--- src/rtl/stopwatch_ctrl.sv ---
// stopwatch_ctrl: start/pause/clear FSM with MM:SS.CC BCD count; optional lap freeze under `STOPWATCH_LAP_EN.
// Latency: key pulse or tick to state/display change is 1 clk edge; rst_n clears asynchronously.
// Backpressure: none; every key and tick pulse is consumed in the cycle it arrives.
module stopwatch_ctrl (
    input  logic       clk,
    input  logic       rst_n,
    input  logic       key_ps_en,
    input  logic       key_rst_en,
    input  logic       tick_en,
    output logic [7:0] disp_min,
    output logic [7:0] disp_sec,
    output logic [7:0] disp_cs,
    output logic       running,
    output logic       lap_hold,
    output logic       wrap_pulse
);

    typedef struct packed {
        logic [3:0] min_t;
        logic [3:0] min_u;
        logic [3:0] sec_t;
        logic [3:0] sec_u;
        logic [3:0] cs_t;
        logic [3:0] cs_u;
    } bcd_time_t;

    localparam logic [1:0] ST_IDLE  = 2'b00;
    localparam logic [1:0] ST_RUN   = 2'b01;
    localparam logic [1:0] ST_PAUSE = 2'b10;

    logic [1:0] state_q;
    logic [1:0] state_nxt;
    bcd_time_t  cnt_q;
    bcd_time_t  cnt_nxt;
    bcd_time_t  cnt_inc;
    bcd_time_t  disp_sel;
    logic [6:0] carry;
    logic       wrap_q;
    logic       wrap_nxt;
    logic       count_en;

`ifdef STOPWATCH_LAP_EN
    logic       lap_q;
    logic       lap_nxt;
    logic       snap_cap;
    bcd_time_t  snap_q;
`endif

    // One BCD digit step: returns {carry_out, digit}. Out-of-range digits fold to 0.
    function automatic logic [4:0] digit_step(input logic [3:0] d, input logic [3:0] lim,
                                              input logic cin);
        if (!cin)
            return {1'b0, d};
        else if (d >= lim)
            return {1'b1, 4'd0};
        else
            return {1'b0, d + 4'd1};
    endfunction

    always_comb begin
        cnt_inc  = cnt_q;
        carry    = '0;
        carry[0] = 1'b1;
        {carry[1], cnt_inc.cs_u}  = digit_step(cnt_q.cs_u,  4'd9, carry[0]);
        {carry[2], cnt_inc.cs_t}  = digit_step(cnt_q.cs_t,  4'd9, carry[1]);
        {carry[3], cnt_inc.sec_u} = digit_step(cnt_q.sec_u, 4'd9, carry[2]);
        {carry[4], cnt_inc.sec_t} = digit_step(cnt_q.sec_t, 4'd5, carry[3]);
        {carry[5], cnt_inc.min_u} = digit_step(cnt_q.min_u, 4'd9, carry[4]);
        {carry[6], cnt_inc.min_t} = digit_step(cnt_q.min_t, 4'd5, carry[5]);
    end

    // The tick is judged on the pre-transition state, so a tick with ps in RUN still counts.
    always_comb begin
        state_nxt = state_q;
        cnt_nxt   = cnt_q;
        wrap_nxt  = 1'b0;
        count_en  = (state_q == ST_RUN) && tick_en;
`ifdef STOPWATCH_LAP_EN
        lap_nxt   = lap_q;
        snap_cap  = 1'b0;
`endif
        if (count_en) begin
            cnt_nxt  = cnt_inc;
            wrap_nxt = carry[6];
        end
        case (state_q)
            ST_IDLE: begin
                if (key_rst_en)
                    cnt_nxt = '0;
                else if (key_ps_en)
                    state_nxt = ST_RUN;
            end
            ST_RUN: begin
                if (key_ps_en) begin
                    state_nxt = ST_PAUSE;
`ifdef STOPWATCH_LAP_EN
                    lap_nxt   = 1'b0;
                end else if (key_rst_en) begin
                    snap_cap  = !lap_q;
                    lap_nxt   = !lap_q;
`endif
                end
            end
            ST_PAUSE: begin
                if (key_rst_en) begin
                    state_nxt = ST_IDLE;
                    cnt_nxt   = '0;
                end else if (key_ps_en) begin
                    state_nxt = ST_RUN;
                end
            end
            default: begin
                state_nxt = ST_IDLE;
                cnt_nxt   = '0;
            end
        endcase
`ifdef STOPWATCH_LAP_EN
        if (state_nxt == ST_IDLE)
            lap_nxt = 1'b0;
`endif
    end

    always_ff @(posedge clk or negedge rst_n) begin
        if (!rst_n) begin
            state_q <= ST_IDLE;
            cnt_q   <= '0;
            wrap_q  <= 1'b0;
        end else begin
            state_q <= state_nxt;
            cnt_q   <= cnt_nxt;
            wrap_q  <= wrap_nxt;
        end
    end

`ifdef STOPWATCH_LAP_EN
    // Snapshot takes the pre-increment count so the frozen value matches the press instant.
    always_ff @(posedge clk or negedge rst_n) begin
        if (!rst_n) begin
            lap_q  <= 1'b0;
            snap_q <= '0;
        end else begin
            lap_q <= lap_nxt;
            if (snap_cap)
                snap_q <= cnt_q;
        end
    end

    always_comb begin
        disp_sel = lap_q ? snap_q : cnt_q;
    end

    assign lap_hold = lap_q;
`else
    always_comb begin
        disp_sel = cnt_q;
    end

    assign lap_hold = 1'b0;
`endif

    assign disp_min   = {disp_sel.min_t, disp_sel.min_u};
    assign disp_sec   = {disp_sel.sec_t, disp_sel.sec_u};
    assign disp_cs    = {disp_sel.cs_t,  disp_sel.cs_u};
    assign running    = (state_q == ST_RUN);
    assign wrap_pulse = wrap_q;

endmodule
--- config.mk ---
export PLATFORM = sky130hd
export DESIGN_NAME = stopwatch_ctrl
export DESIGN_NICKNAME = d
export VERILOG_FILES = /design/src/rtl/stopwatch_ctrl.sv
export SDC_FILE = /design/constraint.sdc
export NUM_CORES = 1
export LEC_CHECK = 0
export ABC_AREA = 0
export CAP_MARGIN = 20
export CORE_MARGIN = 2
export CORE_UTILIZATION = 55
export DETAILED_ROUTE_END_ITERATION = 7
export GPL_TIMING_DRIVEN = 0
export PLACE_DENSITY = 0.84
export SYNTH_ARGS = -nofsm -noshare
export SYNTH_HDL_FRONTEND = slang
export SYNTH_SLANG_ARGS = --single-unit
--- constraint.sdc ---
create_clock -name clk -period 6.3 [get_ports clk]
set_input_delay 1.89 -clock clk [delete_from_list [all_inputs] [get_ports clk]]
set_output_delay 1.89 -clock clk [all_outputs]
set_load 0.02 [all_outputs]
# After elaboration in Yosys (flattened, before gate mapping)
# Index checks and enable logic that the tools add are counted.
dict set report word_totals {
  register_bits 27
  inputBits 5
  out_inout_bits 27
  word_cells 48
}
dict set report classes {
  n_addsub 6
  order_cmp 6
  n_eq_ne 4
  n_mux 20
  n_reduce_logical 4
}
# operator n
set op_table {}
lappend op_table {{two-way mux 5 bit} 11}
lappend op_table {{two-way mux 24 bit} 2}
lappend op_table {{case mux 24 bit (2 select lines)} 1}
lappend op_table {{adder 4 x 1 -> 4 bit (second input constant)} 6}
lappend op_table {{>= comparator 4 bit (second input constant)} 4}
lappend op_table {{>= comparator 4 x 3 -> 1 bit (second input constant)} 2}
lappend op_table {{two-way mux 2 bit} 4}
lappend op_table {{case mux 2 bit (3 select lines)} 1}
lappend op_table {{inequality test 2 bit (second input constant)} 2}
lappend op_table {{equality test 2 x 1 -> 1 bit (second input constant)} 1}
lappend op_table {{equality test 2 bit (second input constant)} 1}
lappend op_table {{logical NOT 2 bit} 1}
lappend op_table {{AND reduction 2 bit} 1}
lappend op_table {{OR reduction 2 bit} 1}
lappend op_table {{logical AND 1 bit} 1}
lappend op_table {{two-way mux 1 bit} 1}

# Longest topological paths before layout
dict set report depth {
  depth_word 10
  mapped_depth 7
  depth_no_buf 7
}

# Least setup slack after synthesis
# Ideal clock, no wire load.
dict set report synth_timing {
  kind {in2reg}
  startpoint {input tick_en}
  endpoint {register cnt_q, in the netlist disp_min[5]}
  setup_time_ns 0.079
  t_arrival_ns 3.274
  required_time_ns 6.221
  path_slack_ns 2.947
  stages 6
  n_path_buf 1
  cell_sequence {and3b_1 buf_6 o311ai_4 or4_4 nor2_4 mux2i_1}
}
# item line
set synth_rtl {}
lappend synth_rtl {{from (decl)} 9} ;# input logic tick_en,
lappend synth_rtl {{to (signal assigned)} 130} ;# cnt_q <= cnt_nxt;
lappend synth_rtl {{to (decl)} 33} ;# bcd_time_t cnt_q;

==> results.md <==
| Step | Metric | This run |
|:---|:---|:---|
| grt | Global-route wire length before repair | 5820 um |
| cells and area | Area Overhead vs Synth | 24.2% |
| floorplanning | Die footprint | 3400 um2 |
| cells and area | Leading cell type in the layout, fill and taps excluded | sky130_fd_sc_hd__clkdlybuf4s50_1 |
| cts | Number of buffers added to fix hold violations after cts | 0 |
| run | # Max-Cap Violations | 0 |
| cts | Clock Tree Root | sky130_fd_sc_hd__clkbuf_4 |
| cells and area | Most used cells in the layout excluding fill and tap cells | sky130_fd_sc_hd__clkdlybuf4s50_1, sky130_fd_sc_hd__dfrtp_1, sky130_fd_sc_hd__nand2_1 |
| cts | H-tree lvl count | 1 |
| grt | Largest net degree at the start of global routing | 20 |
| cells and area | Area of the multi-input gates | 858 um2 |
| sta | Endpoints failing hold | 0 |
| cts | Maximum clock path buffer count | 2 |
| cts | Reg clk slew, reported paths | 140 ps |
| sta | Peak Freq | 279 MHz |
| logic synthesis | Ranking of synthesized cells by area | sky130_fd_sc_hd__dfrtp_1, sky130_fd_sc_hd__ha_1, sky130_fd_sc_hd__nand2_1 |
| logic synthesis | Proportion of netlist area held by the largest area contributor | 41.6% |
| route | Number of DRC markers in iteration 0 | 72 |
| power | Maximum ir drop on the vdd rail | 0.000154 V |
| sta | Final worst path period share | 56.8% |
| logic synthesis | Synthesized-area fraction occupied by and/or/nand/nor cells | 18.9% |
| logic synthesis | Synth Area in Compound Gates | 14.6% |
| power | Static leakage | 0.919 nW |
| logic synthesis | Flip-flop and latch count after synthesis | 27 |
| logic synthesis | Count of warnings emitted by yosys | 0 |
| logic synthesis | Largest family of logic cells by synthesized area | simple AND/OR/NAND/NOR gates |
| sta | Worst Skew | 9.89 ps |
| logic synthesis | Syn_nets | 187 |
| sta | Worst slew margin relative to its limit | 29.7% |
| power | Total power per unit cell area | 156 nW/um2 |
| cells and area | Core occupancy in the finished layout | 72.5% |
| grt | Sum of overflow across all layers after global routing | 0 |
| logic synthesis | Instance count of the mapped netlist | 164 |
| cells and area | Diodes inserted | 0 |
| logic synthesis | Share of synthesized flip-flops with an asynchronous set or reset | 100% |
| cts | Number of gates given a new drive strength after cts | 0 |
| place | Post-detailed-placement half-perimeter wirelength | 2640 um |
| cells and area | Filler cells | 215 |
| sta | Final sum of negative setup slack | 0 ps |
| route | DRT Wirelength | 3430 um |
| cts | Clock latency reported for the late side of the worst-skew pair | 330 ps |
| floorplanning | Cell row count | 19 |
| cts | Setup Buffers After CTS | 0 |
| cts | CTS buffer count | 3 |
| critical path | Worst setup path category | input pin to register |
| floorplanning | Height of the chip | 58.3 um |
| route | Vias per cell | 5.68 |
| critical path | Element type at the critical path start | input pin |
| cells and area | Final nets | 223 |
| place | Global placement routability congestion | 0.864 |
| critical path | Critical path capture point type | register |
| sta | Total setup violations reported at the end of the flow | 0 |
| route | Final routed wire length divided by cell count | 14.9 um |
| min path | Class of the worst hold path | register to register |
| logic synthesis | Number of enable-type register cells in the synthesized netlist | 0 |
| grt | Initial antenna violation count | 0 |
| cts | Clk sinks | 27 |
| sta | Slew of the pin with the lowest slew margin | 1050 ps |
| outcome | Status | finished, final reports clean |
| sta | Max Slew Vio Count | 0 |
| floorplanning | Core Footprint | 2780 um2 |
| cells and area | Share of layout cells above drive strength 1 | 8.04% |
| critical path | Required time of the critical path | 6560 ps |
| route | Remaining number of nets flagged by the antenna check after routing | 0 |
| logic synthesis | Most used DFF post-synth | sky130_fd_sc_hd__dfrtp_1 |
| floorplanning | Horizontal die dimension | 58.3 um |
| critical path | Arrival time reported for the critical path endpoint | 3840 ps |
| logic synthesis | Number of distinct library cell variants in the gate-level netlist after synthesis | 40 |
| route | Drt drc | 0 |
| logic synthesis | Cell area after technology mapping | 1620 um2 |
| logic synthesis | Multiplexer fraction of the synthesized cell area | 2.62% |
| cells and area | Sequential standard cell area | 676 um2 |
| sta | Final Hold Slack | 569 ps |
| floorplanning | Starting utilization of the core area | 58.4% |
| sta | Final period demand of the worst path | 3580 ps |
| floorplanning | Number of primary I/O pins | 32 |
| critical path | Critical path peak fanout | 8 |
| place | Port buffer count | 30 |
| route | DR pass1 iterations | 4 |
| cts | CTS tree | done |
| logic synthesis | Synth area leader | sky130_fd_sc_hd__dfrtp_1 |
| route | Total via count in the routed design | 1,306 |
| logic synthesis | Seq/Total Area, Yosys | 41.6% |
| logic synthesis | Mean instance size in the synthesized netlist | 9.90 um2 |
| sta | Unrepaired setup endpoints after global routing | false |
| logic synthesis | Synth Area in Adders | 13.9% |
| grt | Vias in the first global route | 1,277 |
| grt | Global-route usage over all layers | 22.4% |
| power | Total Power Consumption | 315 uW |
| logic synthesis | XOR/XNOR Fraction of Synth Area | 2.70% |
==> state kept, by name, indices dropped and copies added (netlist names) <==
signal	flops
wrap_pulse	1
disp_min	8
disp_cs	8
disp_sec	8
state_q	2
==> synthesized netlist by cell type, types with 2 or more instances <==
library cell,count
sky130_fd_sc_hd__nor3_1,6
sky130_fd_sc_hd__mux2i_1,2
sky130_fd_sc_hd__nand2_1,19
sky130_fd_sc_hd__clkbuf_1,2
sky130_fd_sc_hd__xor2_1,2
sky130_fd_sc_hd__nand3_1,8
sky130_fd_sc_hd__nand2b_1,2
sky130_fd_sc_hd__a41oi_1,4
sky130_fd_sc_hd__o21ai_0,5
sky130_fd_sc_hd__nor2_1,11
sky130_fd_sc_hd__xnor2_1,3
sky130_fd_sc_hd__mux2_2,2
sky130_fd_sc_hd__a21oi_1,7
sky130_fd_sc_hd__inv_1,17
sky130_fd_sc_hd__dfrtp_1,27
sky130_fd_sc_hd__o31ai_1,6
sky130_fd_sc_hd__ha_1,18
==> cell families (layout without fill, tap and decap cells) <==
kind of cell	Yosys count	in the layout
muxes	4	4
other	1	1
xor gates and xnor gates	5	5
DFF	27	27
adders and majority gates	18	18
and+or+nand+nor	58	58
AOI/OAI and AO/OA	30	30
buffers and inverters	21	56
==> worst max-delay path, cell delays in order <==
cell	delay, ps
sky130_fd_sc_hd__clkdlybuf4s50_1	440
sky130_fd_sc_hd__and3b_1	170
sky130_fd_sc_hd__buf_6	130
sky130_fd_sc_hd__o311ai_4	170
sky130_fd_sc_hd__or4_4	640
sky130_fd_sc_hd__nor2_4	190
sky130_fd_sc_hd__mux2i_1	200
==> path summary, 6_finish.rpt <==
check                                     startpoint  cells past startpoint               endpoint  slack, ps
worst max-delay path                         tick_en                      7  disp_min[5]$_DFF_PN0_       2720
worst min-delay path            disp_cs[7]$_DFF_PN0_                      2   disp_cs[7]$_DFF_PN0_        570
worst max register to register  disp_cs[4]$_DFF_PN0_                      7  disp_sec[3]$_DFF_PN0_       3920
worst min register to register  disp_cs[7]$_DFF_PN0_                      2   disp_cs[7]$_DFF_PN0_        570
max in group asynchronous                      rst_n                      2  disp_min[2]$_DFF_PN0_       3970
min in group asynchronous                      rst_n                      1   disp_cs[1]$_DFF_PN0_       1860
==> metrics by stage <==
stage | area (um2) | setup WS [ps] | cells
2_1_floorplan | 1620 | 2950 | 164
3_5_place_dp | 1990 | 2360 | 226
4_1_cts | 2020 | 2730 | 230
3_3_place_gp | 1960 | 2380 | 225
6_report | 2020 | 2720 | 230
5_1_grt | 2020 | 2620 | 230
==> layout make-up <==
class                           count  share of cell area [%]
Multi-Input combinational cell    116                    42.6
Sequential cell                    27                    33.5
Timing Repair Buffer               31                    16.3
Inverter                           17                    3.16
Tap cell                           31                    1.92
Clock buffer                        4                    1.30
Buffer                              4                    1.30
==> layer usage <==
metal	global-route usage, %	vias to the layer above	share of wire [%]
met2	38.2	27	52
met1	30.1	638	44
met3	2.20	5	2.8
li1	-	636	-
met5	0	-	0
met4	7.64	0	1.3
==> report_power, final <==
group / total (mW) / switching (mW) / internal [mW]
Clock: 0.0754 / 0.0505 / 0.0249
Sequential: 0.184 / 0.00663 / 0.178
Combinational: 0.0551 / 0.0324 / 0.0227
Total: 0.315 / 0.0895 / 0.225
No activity file was read; power rests on OpenSTA's default activity.
